==> config.mk <==
export PLATFORM = sky130hd
export DESIGN_NAME = fpu_issue_queue_flat
export DESIGN_NICKNAME = d
export VERILOG_FILES = /design/src/rtl/fpu_issue_queue_if.sv /design/src/rtl/fpu_issue_queue.sv /design/src/flat_wrapper.sv
export SDC_FILE = /design/constraint.sdc
export NUM_CORES = 1
export LEC_CHECK = 0
export CORE_MARGIN = 1
export CORE_UTILIZATION = 30
export DETAILED_ROUTE_END_ITERATION = 16
export GPL_TIMING_DRIVEN = 0
export MAX_ROUTING_LAYER = met4
export SLEW_MARGIN = 10
export SYNTH_ARGS = -nofsm -noshare
export SYNTH_HDL_FRONTEND = slang
export SYNTH_SLANG_ARGS = --single-unit
==> constraint.sdc <==
create_clock -name i_clk -period 4.4 [get_ports i_clk]
set_input_delay 0.88 -clock i_clk [delete_from_list [all_inputs] [get_ports i_clk]]
set_output_delay 0.88 -clock i_clk [all_outputs]
set_load 0.02 [all_outputs]
==> src/rtl/fpu_issue_queue_if.sv <==
// Bundle of the channel request, issue, flag-report and status signals
// between the requesters/FPU core and the issue queue.
interface fpu_issue_queue_if #(
   parameter int NUM_CH = 4,
   parameter int DEPTH  = 8,
   parameter int EXP_W  = 8,
   parameter int MAN_W  = 23
);
   localparam int INSTR_W = 5 + 2 * (1 + EXP_W + MAN_W);
   localparam int CH_W    = $clog2(NUM_CH);
   localparam int CNT_W   = $clog2(DEPTH + 1);

   logic [NUM_CH-1:0]         req_valid;
   logic [NUM_CH-1:0]         req_ready;
   logic [NUM_CH*INSTR_W-1:0] req_instr;
   logic                      issue_valid;
   logic                      issue_ready;
   logic [INSTR_W-1:0]        issue_instr;
   logic [CH_W-1:0]           issue_ch;
   logic                      res_valid;
   logic [CH_W-1:0]           res_ch;
   logic [7:0]                res_flags;
   logic [NUM_CH-1:0]         flag_clr;
   logic [NUM_CH*9-1:0]       sticky_flags;
   logic [CNT_W-1:0]          count;
   logic                      full;
   logic                      empty;

   // Requesters / FPU core side
   modport master (
      output req_valid, req_instr, issue_ready, res_valid, res_ch, res_flags, flag_clr,
      input  req_ready, issue_valid, issue_instr, issue_ch, sticky_flags, count, full, empty
   );

   // Issue queue side
   modport slave (
      input  req_valid, req_instr, issue_ready, res_valid, res_ch, res_flags, flag_clr,
      output req_ready, issue_valid, issue_instr, issue_ch, sticky_flags, count, full, empty
   );
endinterface

==> src/rtl/fpu_issue_queue.sv <==
// Multi-channel FPU front end: round-robin admission of one instruction per
// cycle into a shared first-word-fall-through FIFO, with sticky per-channel
// exception flags fed by FPU results and illegal-opcode rejections.
module fpu_issue_queue #(
   parameter int NUM_CH = 4,
   parameter int DEPTH  = 8,
   parameter int EXP_W  = 8,
   parameter int MAN_W  = 23
) (
   input  logic             i_clk,
   input  logic             i_rst_n,
   fpu_issue_queue_if.slave io_q
);
   localparam int INSTR_W = 5 + 2 * (1 + EXP_W + MAN_W);
   localparam int CH_W    = $clog2(NUM_CH);
   localparam int CNT_W   = $clog2(DEPTH + 1);
   localparam int PTR_W   = $clog2(DEPTH);
   localparam int ENT_W   = CH_W + INSTR_W;

   // Maps rr + offset back into the channel range without a divider.
   function automatic logic [CH_W-1:0] f_wrap(input logic [CH_W:0] v);
      if (v >= (CH_W+1)'(NUM_CH)) return CH_W'(v - (CH_W+1)'(NUM_CH));
      else                        return v[CH_W-1:0];
   endfunction

   logic                r_active;
   logic [CH_W-1:0]     r_rr;
   logic [PTR_W-1:0]    r_wr_ptr;
   logic [PTR_W-1:0]    r_rd_ptr;
   logic [CNT_W-1:0]    r_count;

   logic                w_full;
   logic                w_empty;
   logic                w_pop;
   logic                w_push_ok;
   logic                w_grant;
   logic [CH_W-1:0]     w_gnt_idx;
   logic [NUM_CH-1:0]   w_req_ready;
   logic [INSTR_W-1:0]  w_gnt_instr;
   logic                w_legal;
   logic                w_push;
   logic                w_illegal;
   logic [INSTR_W-1:0]  w_req_instr [NUM_CH];
   logic [ENT_W-1:0]    w_mem [DEPTH];
   logic [ENT_W-1:0]    w_head;

   assign w_full    = (r_count == CNT_W'(DEPTH));
   assign w_empty   = (r_count == '0);
   assign w_pop     = !w_empty && io_q.issue_ready;
   // r_active keeps admission closed until the first edge after reset release.
   assign w_push_ok = r_active && (!w_full || w_pop);

   genvar gi;
   generate
      for (gi = 0; gi < NUM_CH; gi++) begin : g_req
         assign w_req_instr[gi] = io_q.req_instr[gi*INSTR_W +: INSTR_W];
      end
   endgenerate

   // Round-robin search starting at rr; first valid channel wins.
   always_comb begin
      w_grant     = 1'b0;
      w_gnt_idx   = '0;
      w_req_ready = '0;
      for (int k = 0; k < NUM_CH; k++) begin
         if (!w_grant && w_push_ok &&
             io_q.req_valid[f_wrap({1'b0, r_rr} + (CH_W+1)'(k))]) begin
            w_grant   = 1'b1;
            w_gnt_idx = f_wrap({1'b0, r_rr} + (CH_W+1)'(k));
         end
      end
      if (w_grant) w_req_ready[w_gnt_idx] = 1'b1;
   end

   assign w_gnt_instr = w_req_instr[w_gnt_idx];
   // Opcodes 4..7 have the MSB set and are rejected after the handshake.
   assign w_legal     = !w_gnt_instr[INSTR_W-1];
   assign w_push      = w_grant && w_legal;
   assign w_illegal   = w_grant && !w_legal;

   // Control state: active flag, round-robin pointer, FIFO pointers and occupancy.
   always_ff @(posedge i_clk or negedge i_rst_n) begin
      if (!i_rst_n) begin
         r_active <= 1'b0;
         r_rr     <= '0;
         r_wr_ptr <= '0;
         r_rd_ptr <= '0;
         r_count  <= '0;
      end else begin
         r_active <= 1'b1;
         if (w_grant)
            r_rr <= (w_gnt_idx == CH_W'(NUM_CH - 1)) ? '0 : w_gnt_idx + CH_W'(1);
         if (w_push) r_wr_ptr <= r_wr_ptr + PTR_W'(1);
         if (w_pop)  r_rd_ptr <= r_rd_ptr + PTR_W'(1);
         if (w_push && !w_pop)      r_count <= r_count + CNT_W'(1);
         else if (w_pop && !w_push) r_count <= r_count - CNT_W'(1);
      end
   end

   // FIFO storage: entries are reset so the head never reads X after reset.
   generate
      for (gi = 0; gi < DEPTH; gi++) begin : g_mem
         logic [ENT_W-1:0] r_entry;
         // Capture the granted instruction and its channel tag at the write slot.
         always_ff @(posedge i_clk or negedge i_rst_n) begin
            if (!i_rst_n)
               r_entry <= '0;
            else if (w_push && (r_wr_ptr == PTR_W'(gi)))
               r_entry <= {w_gnt_idx, w_gnt_instr};
         end
         assign w_mem[gi] = r_entry;
      end
   endgenerate

   assign w_head           = w_mem[r_rd_ptr];
   assign io_q.issue_valid = !w_empty;
   assign io_q.issue_instr = w_head[INSTR_W-1:0];
   assign io_q.issue_ch    = w_head[INSTR_W +: CH_W];
   assign io_q.req_ready   = w_req_ready;
   assign io_q.count       = r_count;
   assign io_q.full        = w_full;
   assign io_q.empty       = w_empty;

   // Sticky flags per channel: new bits win over a same-cycle clear.
   generate
      for (gi = 0; gi < NUM_CH; gi++) begin : g_flags
         logic [8:0] r_sticky;
         logic [8:0] w_set;
         assign w_set[8]   = w_illegal && (w_gnt_idx == CH_W'(gi));
         assign w_set[7:0] = (io_q.res_valid && (io_q.res_ch == CH_W'(gi))) ?
                             io_q.res_flags : 8'h00;
         // Accumulate result/illegal bits; a clear keeps only this cycle's bits.
         always_ff @(posedge i_clk or negedge i_rst_n) begin
            if (!i_rst_n)                r_sticky <= '0;
            else if (io_q.flag_clr[gi]) r_sticky <= w_set;
            else                         r_sticky <= r_sticky | w_set;
         end
         assign io_q.sticky_flags[gi*9 +: 9] = r_sticky;
      end
   endgenerate
endmodule

==> src/flat_wrapper.sv <==
// flat-port wrapper written by rule: the top's interface ports become plain ports
module fpu_issue_queue_flat 
#(
   parameter int NUM_CH = 4,
   parameter int DEPTH  = 8,
   parameter int EXP_W  = 8,
   parameter int MAN_W  = 23
)
  (i_clk, i_rst_n, io_q_req_valid, io_q_req_instr, io_q_issue_ready, io_q_res_valid, io_q_res_ch, io_q_res_flags, io_q_flag_clr, io_q_req_ready, io_q_issue_valid, io_q_issue_instr, io_q_issue_ch, io_q_sticky_flags, io_q_count, io_q_full, io_q_empty);
  fpu_issue_queue_if #(.NUM_CH(NUM_CH), .DEPTH(DEPTH), .EXP_W(EXP_W), .MAN_W(MAN_W)) io_q_i ();
  input  logic i_clk;
  input  logic i_rst_n;
  input wire logic [$bits(io_q_i.req_valid)-1:0] io_q_req_valid;
  input wire logic [$bits(io_q_i.req_instr)-1:0] io_q_req_instr;
  input wire logic [$bits(io_q_i.issue_ready)-1:0] io_q_issue_ready;
  input wire logic [$bits(io_q_i.res_valid)-1:0] io_q_res_valid;
  input wire logic [$bits(io_q_i.res_ch)-1:0] io_q_res_ch;
  input wire logic [$bits(io_q_i.res_flags)-1:0] io_q_res_flags;
  input wire logic [$bits(io_q_i.flag_clr)-1:0] io_q_flag_clr;
  output wire logic [$bits(io_q_i.req_ready)-1:0] io_q_req_ready;
  output wire logic [$bits(io_q_i.issue_valid)-1:0] io_q_issue_valid;
  output wire logic [$bits(io_q_i.issue_instr)-1:0] io_q_issue_instr;
  output wire logic [$bits(io_q_i.issue_ch)-1:0] io_q_issue_ch;
  output wire logic [$bits(io_q_i.sticky_flags)-1:0] io_q_sticky_flags;
  output wire logic [$bits(io_q_i.count)-1:0] io_q_count;
  output wire logic [$bits(io_q_i.full)-1:0] io_q_full;
  output wire logic [$bits(io_q_i.empty)-1:0] io_q_empty;
  assign io_q_i.req_valid = io_q_req_valid;
  assign io_q_i.req_instr = io_q_req_instr;
  assign io_q_i.issue_ready = io_q_issue_ready;
  assign io_q_i.res_valid = io_q_res_valid;
  assign io_q_i.res_ch = io_q_res_ch;
  assign io_q_i.res_flags = io_q_res_flags;
  assign io_q_i.flag_clr = io_q_flag_clr;
  assign io_q_req_ready = io_q_i.req_ready;
  assign io_q_issue_valid = io_q_i.issue_valid;
  assign io_q_issue_instr = io_q_i.issue_instr;
  assign io_q_issue_ch = io_q_i.issue_ch;
  assign io_q_sticky_flags = io_q_i.sticky_flags;
  assign io_q_count = io_q_i.count;
  assign io_q_full = io_q_i.full;
  assign io_q_empty = io_q_i.empty;
  fpu_issue_queue #(.NUM_CH(NUM_CH), .DEPTH(DEPTH), .EXP_W(EXP_W), .MAN_W(MAN_W)) u_core (.i_clk(i_clk), .i_rst_n(i_rst_n), .io_q(io_q_i));
endmodule
==> impl_metrics.yaml, run 1 <==
global_route:
  grt_max_degree: 105
  grt_pass1_wl_um: 135600
  grt_overflow_total: 0
  grt_use_total_pct: 17.29
  antenna_found_initial: 4
  grt_pass1_vias: 21850
worst_setup_path:
  worstPathRequired_ps: 3520
  arrival_ps: 3410
  path_class: "reg2out"
  path_max_fanout: 10
  endpoint_kind: "output port"
  crit_path_start_kind: "flop"
floorplan:
  ioPinCount: 416
  start_util_pct: 30.33
  dieArea_um2: 106100
  num_rows: 118
  fp.coreArea_um2: 103600
  chipHeight_um: 325.7
  dieWidth_um: 325.7
place:
  hpwlAfterDp_um: 59980
  pre_cts_ws_ps: -1374
  portBuffers: 415
  place_congestion: 0.7895
  placed_cells: 4383
finish:
  final_cell_count_no_fill: 4510
  layout.nets: 3390
  syn2layout_area_growth_pct: 27.63
  final_layout_size_suffix_gt1_share_pct: 14.61
  final_core_util_pct: 38.71
  fillers: 9995
drt:
  totalWireLength_um: 88190
  avgViaCountPerCell: 4.518
  drt_iter0_drc: 1290
  drtAntennaViolNets: 0
  firstDrtPassIters: 5
  drc: 0
  wire_per_inst_um: 19.55
  vias: 20380
synthesis:
  syn_avg_cell_area_um2: 12.17
  syn_nets: 2895
  post-synth-top-area-cell: "dfrtp_1"
  yosys.cell_count.top_type: "mux2i_1"
  ys_seq_area_share_pct: 49.12
  yosys_warnings: 0
  synth_top_area_share_pct: 49.12
  synth_edf_count: 0
  synthTopCellsByCount: "mux2i_1, dfrtp_1, inv_1, mux4_2, nand2_1"
  synthArstFlopShare_pct: 100.0
  synth-main-ff-cell: "dfrtp_1"
  netlist_area_um2: 31430
  ys_seq_elements: 617
  netlist_top_cells_area: "dfrtp_1, mux2i_1, mux4_2"
  ys_types: 44
  syn-instance-count: 2582
timing:
  skew_ps: 18.23
  slew-limit-headroom_pct: 32.42
  period_share_pct: 97.48
  layout_min_cycle_time_ps: 4289
  rsz0062_at_grt: "false"
  finalHoldViolations: 0
  report.final.slew_viol_count: 0
  setup_viol: 0
  tns_ps: 0
  tightest_slew_ps: 1012
  worst_slack_ps: 110.9
  fmax_mhz: 233.1
job:
  drv_cap: 0
clocking:
  cts_root_buf: "clkbuf_16"
  h-tree-depth: 3
  ctsHoldBuffers: 0
  cts_buffer_depth: 3
  numCtsBuffers: 72
  cts_sinks: 617
  postCtsSetupBuffers: 0
  clkSlewWorstSetupHoldPaths_ps: 60
  clkLatencyLatePin_ps: 610
  cts_tree: "built"
pwr:
  seqPwrFrac_pct: 33.1
  irDropWorstVdd_mv: 0.3692
  leakagePower_nw: 18.24
  internal_power_mw: 17.56
  switching_share_pct: 36.05
  p_per_area_nw_per_um2: 684.3
  p_sw_mw: 9.897
  comb_power_share_pct: 44.5
  clkPwrFrac_pct: 22.4
run_status:
  outcome: "completed"
worst_hold_path:
  hp-class: "in2async"
## logic make-up (layout without fill, tap and decap cells)
| kind of cell | after synthesis | after routing | synth area share [%] |
|---|---|---|---|
| muxes | 904 | 904 | 34.86 |
| other | 1 | 4 | 0.01193 |
| AOI/OAI and AO/OA | 142 | 142 | 2.468 |
| xor gates and xnor gates | 7 | 7 | 0.1951 |
| and+or+nand+nor | 151 | 151 | 2.094 |
| DFF | 617 | 617 | 49.12 |
| adders and majority gates | 15 | 15 | 0.6210 |
| buffers and inverters | 745 | 1290 | 10.63 |
## placed cells by master (no fill, tap or decap), drive strengths merged, types with 4 or more instances in the layout
master / n
clkdlybuf4s50: 408
mux2: 81
clkbuf: 150
a31oi: 10
ha: 14
nand3: 5
mux2i: 681
o22ai: 12
inv: 604
mux4: 142
clkdlybuf4s15: 8
xnor2: 6
o21ai: 104
dfrtp: 617
clkinv: 11
a21oi: 9
nor2: 4
nand2: 117
nor2b: 9
bufinv: 6
buf: 99
## worst paths after layout
kind,startpoint,to,slack (ps),depth (start not counted)
setup / recovery,u_core.r_rd_ptr[1],io_q_issue_instr[25],110,6
hold / removal,i_rst_n,u_core.g_mem[3].r_entry[49],170,1
setup reg to reg,u_core.io_q.count[1],u_core.io_q.count[3],310,16
hold reg to reg,u_core.g_mem[4].r_entry[68],u_core.g_mem[4].r_entry[68],500,1
max in group asynchronous,i_rst_n,u_core.g_mem[2].r_entry[15],2380,4
min in group i_clk,u_core.g_mem[4].r_entry[68],u_core.g_mem[4].r_entry[68],500,1
## flip-flops by register name (all words and copies together) (netlist names)
name	flops
u_core.io_q.count	4
u_core.g_flags.r_sticky	36
u_core.r_active	1
u_core.r_wr_ptr	3
u_core.r_rd_ptr	3
u_core.g_mem.r_entry	568
u_core.r_rr	2
## stage by stage
step	instance area, µm²	hold WS (ps)	power, mW
final	40120	165.6	27.45
after global routing	40120	169.1	29.26
after CTS	40080	147.5	27.83
after detailed placement	37480	483.2	21.39
after global placement	37310	480.4	21.28
after floorplan	31430	458.6	16.72
## cell type report
type                            instances  area, µm²  share of cell area, %
Multi-Input combinational cell       1220      12670                  31.59
Tap cell                             1380       1727                  4.304
Clock buffer                          105       2161                  5.386
Timing Repair Buffer                  421       4327                  10.79
Sequential cell                       617      15440                  38.49
Inverter                              602       2260                  5.633
Buffer                                143       1257                  3.135
Clock inverter                         19      264.0                 0.6581
Antenna cell                            3      7.507                0.01871
## worst max-delay path, cell delays in order, from the launching register on
cell             delay [ps]
dfrtp_1                 340
clkbuf_4                320
clkbuf_4                370
buf_2                   380
mux4_2                  370
o21ai_0                 340
clkdlybuf4s50_1         680
## per-layer routing
layer	part of all wire [%]	vias to the layer above	GRT usage, %
met5	0	-	-
met1	45	10330	22.24
met2	47	395	27.30
li1	-	9537	-
met3	5.4	117	4.104
met4	2.4	0	4.450
## power by group through the flow
stage               combinational, mW  sequential [mW]  clock [mW]
detailed placement               12.2             9.17           0
global route                     13.4             9.37        6.54
floorplan                        7.80             8.92           0
CTS                              12.4             9.10        6.33
global placement                 12.0             9.25           0
finish                           12.2             9.10        6.15
## timing repair
| item | in CTS | in global routing |
|---|---|---|
| resized for setup | 110 | 18 |
| pin swaps | 0 | 0 |
| endpoints found under the setup margin | 75 | 28 |
(Power assumes the default switching activity.)
==> inputs of run 2 (changes only) <==
CTS_CLUSTER_SIZE = 16   (was not set)
GPL_TIMING_DRIVEN = not set   (was 0)
==> impl_metrics.yaml, run 2 (same netlist as run 1, synthesis figures left out) <==
timing:
  rsz0062_at_grt: "false"
  setup_viol: 0
  layout_min_cycle_time_ps: 4157
  tightest_slew_ps: 1011
  report.final.slew_viol_count: 0
  tns_ps: 0
  finalHoldViolations: 0
  slew-limit-headroom_pct: 32.45
  fmax_mhz: 240.5
  period_share_pct: 94.48
  skew_ps: 15.32
floorplan:
  num_rows: 118
  ioPinCount: 416
  start_util_pct: 30.33
  fp.coreArea_um2: 103600
  dieArea_um2: 106100
  dieWidth_um: 325.7
  chipHeight_um: 325.7
worst_setup_path:
  r2r-start: "u_core.io_q.count[2]"
  path_class: "in2out"
  arrival_ps: 3280
  r2r-end: "u_core.io_q.count[3]"
  worstPathRequired_ps: 3520
  cpPeakStageDelay_ps: 590
  path_max_fanout: 6
  crit_path_start_kind: "primary input"
  cpMaxStageDelayCell: "clkdlybuf4s50_1"
  reg2reg_depth: 13
  ff2ff_setup_slack_ps: 860
  endpoint_kind: "output port"
  path_cells: "clkdlybuf4s50_1 > nor2b_1 > o21ai_0 > and4_1 > ha_1 > nand2_1 > inv_1 > clkdlybuf4s50_1"
  path_common_cell: "clkdlybuf4s50_1"
clocking:
  cts_root_buf: "clkbuf_16"
  ctsResizeCount: 0
  clkLatencyLatePin_ps: 600
  numCtsBuffers: 73
  cts_buffer_depth: 3
  ctsHoldBuffers: 0
  clkSlewWorstSetupHoldPaths_ps: 60
  postCtsSetupBuffers: 0
  cts_tree: "built"
  cts_sinks: 617
  h-tree-depth: 3
drt:
  drt_iter0_drc: 1057
  drc: 0
  totalWireLength_um: 80570
  avgViaCountPerCell: 4.488
  firstDrtPassIters: 5
  wire_per_inst_um: 18.15
  vias: 19930
  drtAntennaViolNets: 0
job:
  drv_cap: 0
global_route:
  grt_pass1_wl_um: 127700
  grt_use_total_pct: 15.75
  antenna_found_initial: 4
  grt_max_degree: 95
  grt_pass1_vias: 21680
  grt_overflow_total: 0
worst_hold_path:
  hp-class: "in2async"
finish:
  design_area_um2: 39780
  layout.nets: 3314
  top_register: "u_core.g_mem.r_entry"
  final_cell_mix: "mux2i_1, dfrtp_1, inv_1, clkdlybuf4s50_1, mux4_2"
  syn2layout_area_growth_pct: 26.57
  layout_commonest_cell: "mux2i_1"
  fillers: 10070
  final_layout_size_suffix_gt1_share_pct: 13.97
  largest_reg_flops: 568
  final_cell_count_no_fill: 4440
place:
  placed_cells: 4306
  portBuffers: 415
  hpwlAfterDp_um: 52760
  place_congestion: 0.7505
  place_area_um2: 37300
pwr:
  irDropWorstVdd_mv: 0.4711
  leakagePower_nw: 17.96
  p_per_area_nw_per_um2: 682.3
run_status:
  outcome: "completed"
-- run 2: power breakdown --
group / leakage, nW / internal [mW] / switching [mW]
clock: 1.23 / 3.79 / 2.42
sequential: 6.75 / 8.11 / 1.19
combinational: 9.99 / 5.69 / 5.94
-- run 2: worst max path at each step --
stage	startpoint	endpoint	slack, ps
global placement	io_q_req_valid[3]	u_core.io_q.count[3]	180
CTS	u_core.r_rd_ptr[1]	io_q_issue_instr[41]	190
detailed placement	io_q_req_valid[3]	u_core.io_q.count[3]	180
finish	io_q_req_valid[3]	io_q_req_ready[3]	240
floorplan	u_core.io_q.count[1]	u_core.io_q.count[3]	660
global route	io_q_req_valid[3]	io_q_req_ready[3]	70
-- run 2: area by class of cell --
class                           instances  area, µm²  area share [%]
Antenna cell                            3      7.507         0.01887
Clock buffer                          111       2233           5.614
Clock inverter                         20      246.5          0.6196
Inverter                              602       2267           5.699
Multi-Input combinational cell       1220      12780           32.11
Sequential cell                       617      15450           38.84
Tap cell                             1380       1727           4.340
Timing Repair Buffer                  487       5075           12.76
-- run 2: metrics by stage --
stage	setup slack [ps]	hold WS [ps]	util, %	power, mW
after floorplan	663.5	458.6	-	16.72
after global placement	176.8	476.8	35.98	20.98
after detailed placement	183.3	479.8	35.98	21.21
after CTS	194.0	352.2	38.38	27.60
after global routing	67.01	380.6	38.38	28.99
final	242.8	351.4	38.38	27.14
-- run 2: critical path: cells and delay by family --
family	cells	cell delay [ps]
buffers and inverters	3	1230
adder cells (fa/ha/maj)	1	230
AND/OR/NAND/NOR	3	640
AO/OA/AOI/OAI	1	290
-- run 2: layer usage --
layer  up-vias  global-route usage, %  routed length [µm]
li1       9374                      -                   -
met1     10120                  20.00               36250
met2       324                  25.50               38880
met3       104                  3.154                3633
met4         0                  4.276                1809
met5         -                      -                   0
==> inputs of run 3 (changes only) <==
ABC_CLOCK_PERIOD_IN_PS = 4400   (was not set)
CTS_CLUSTER_SIZE = 24   (was 16)
==> results of run 3 <==
Same layout as run 2: the final DEF is identical, and so are final timing and power.
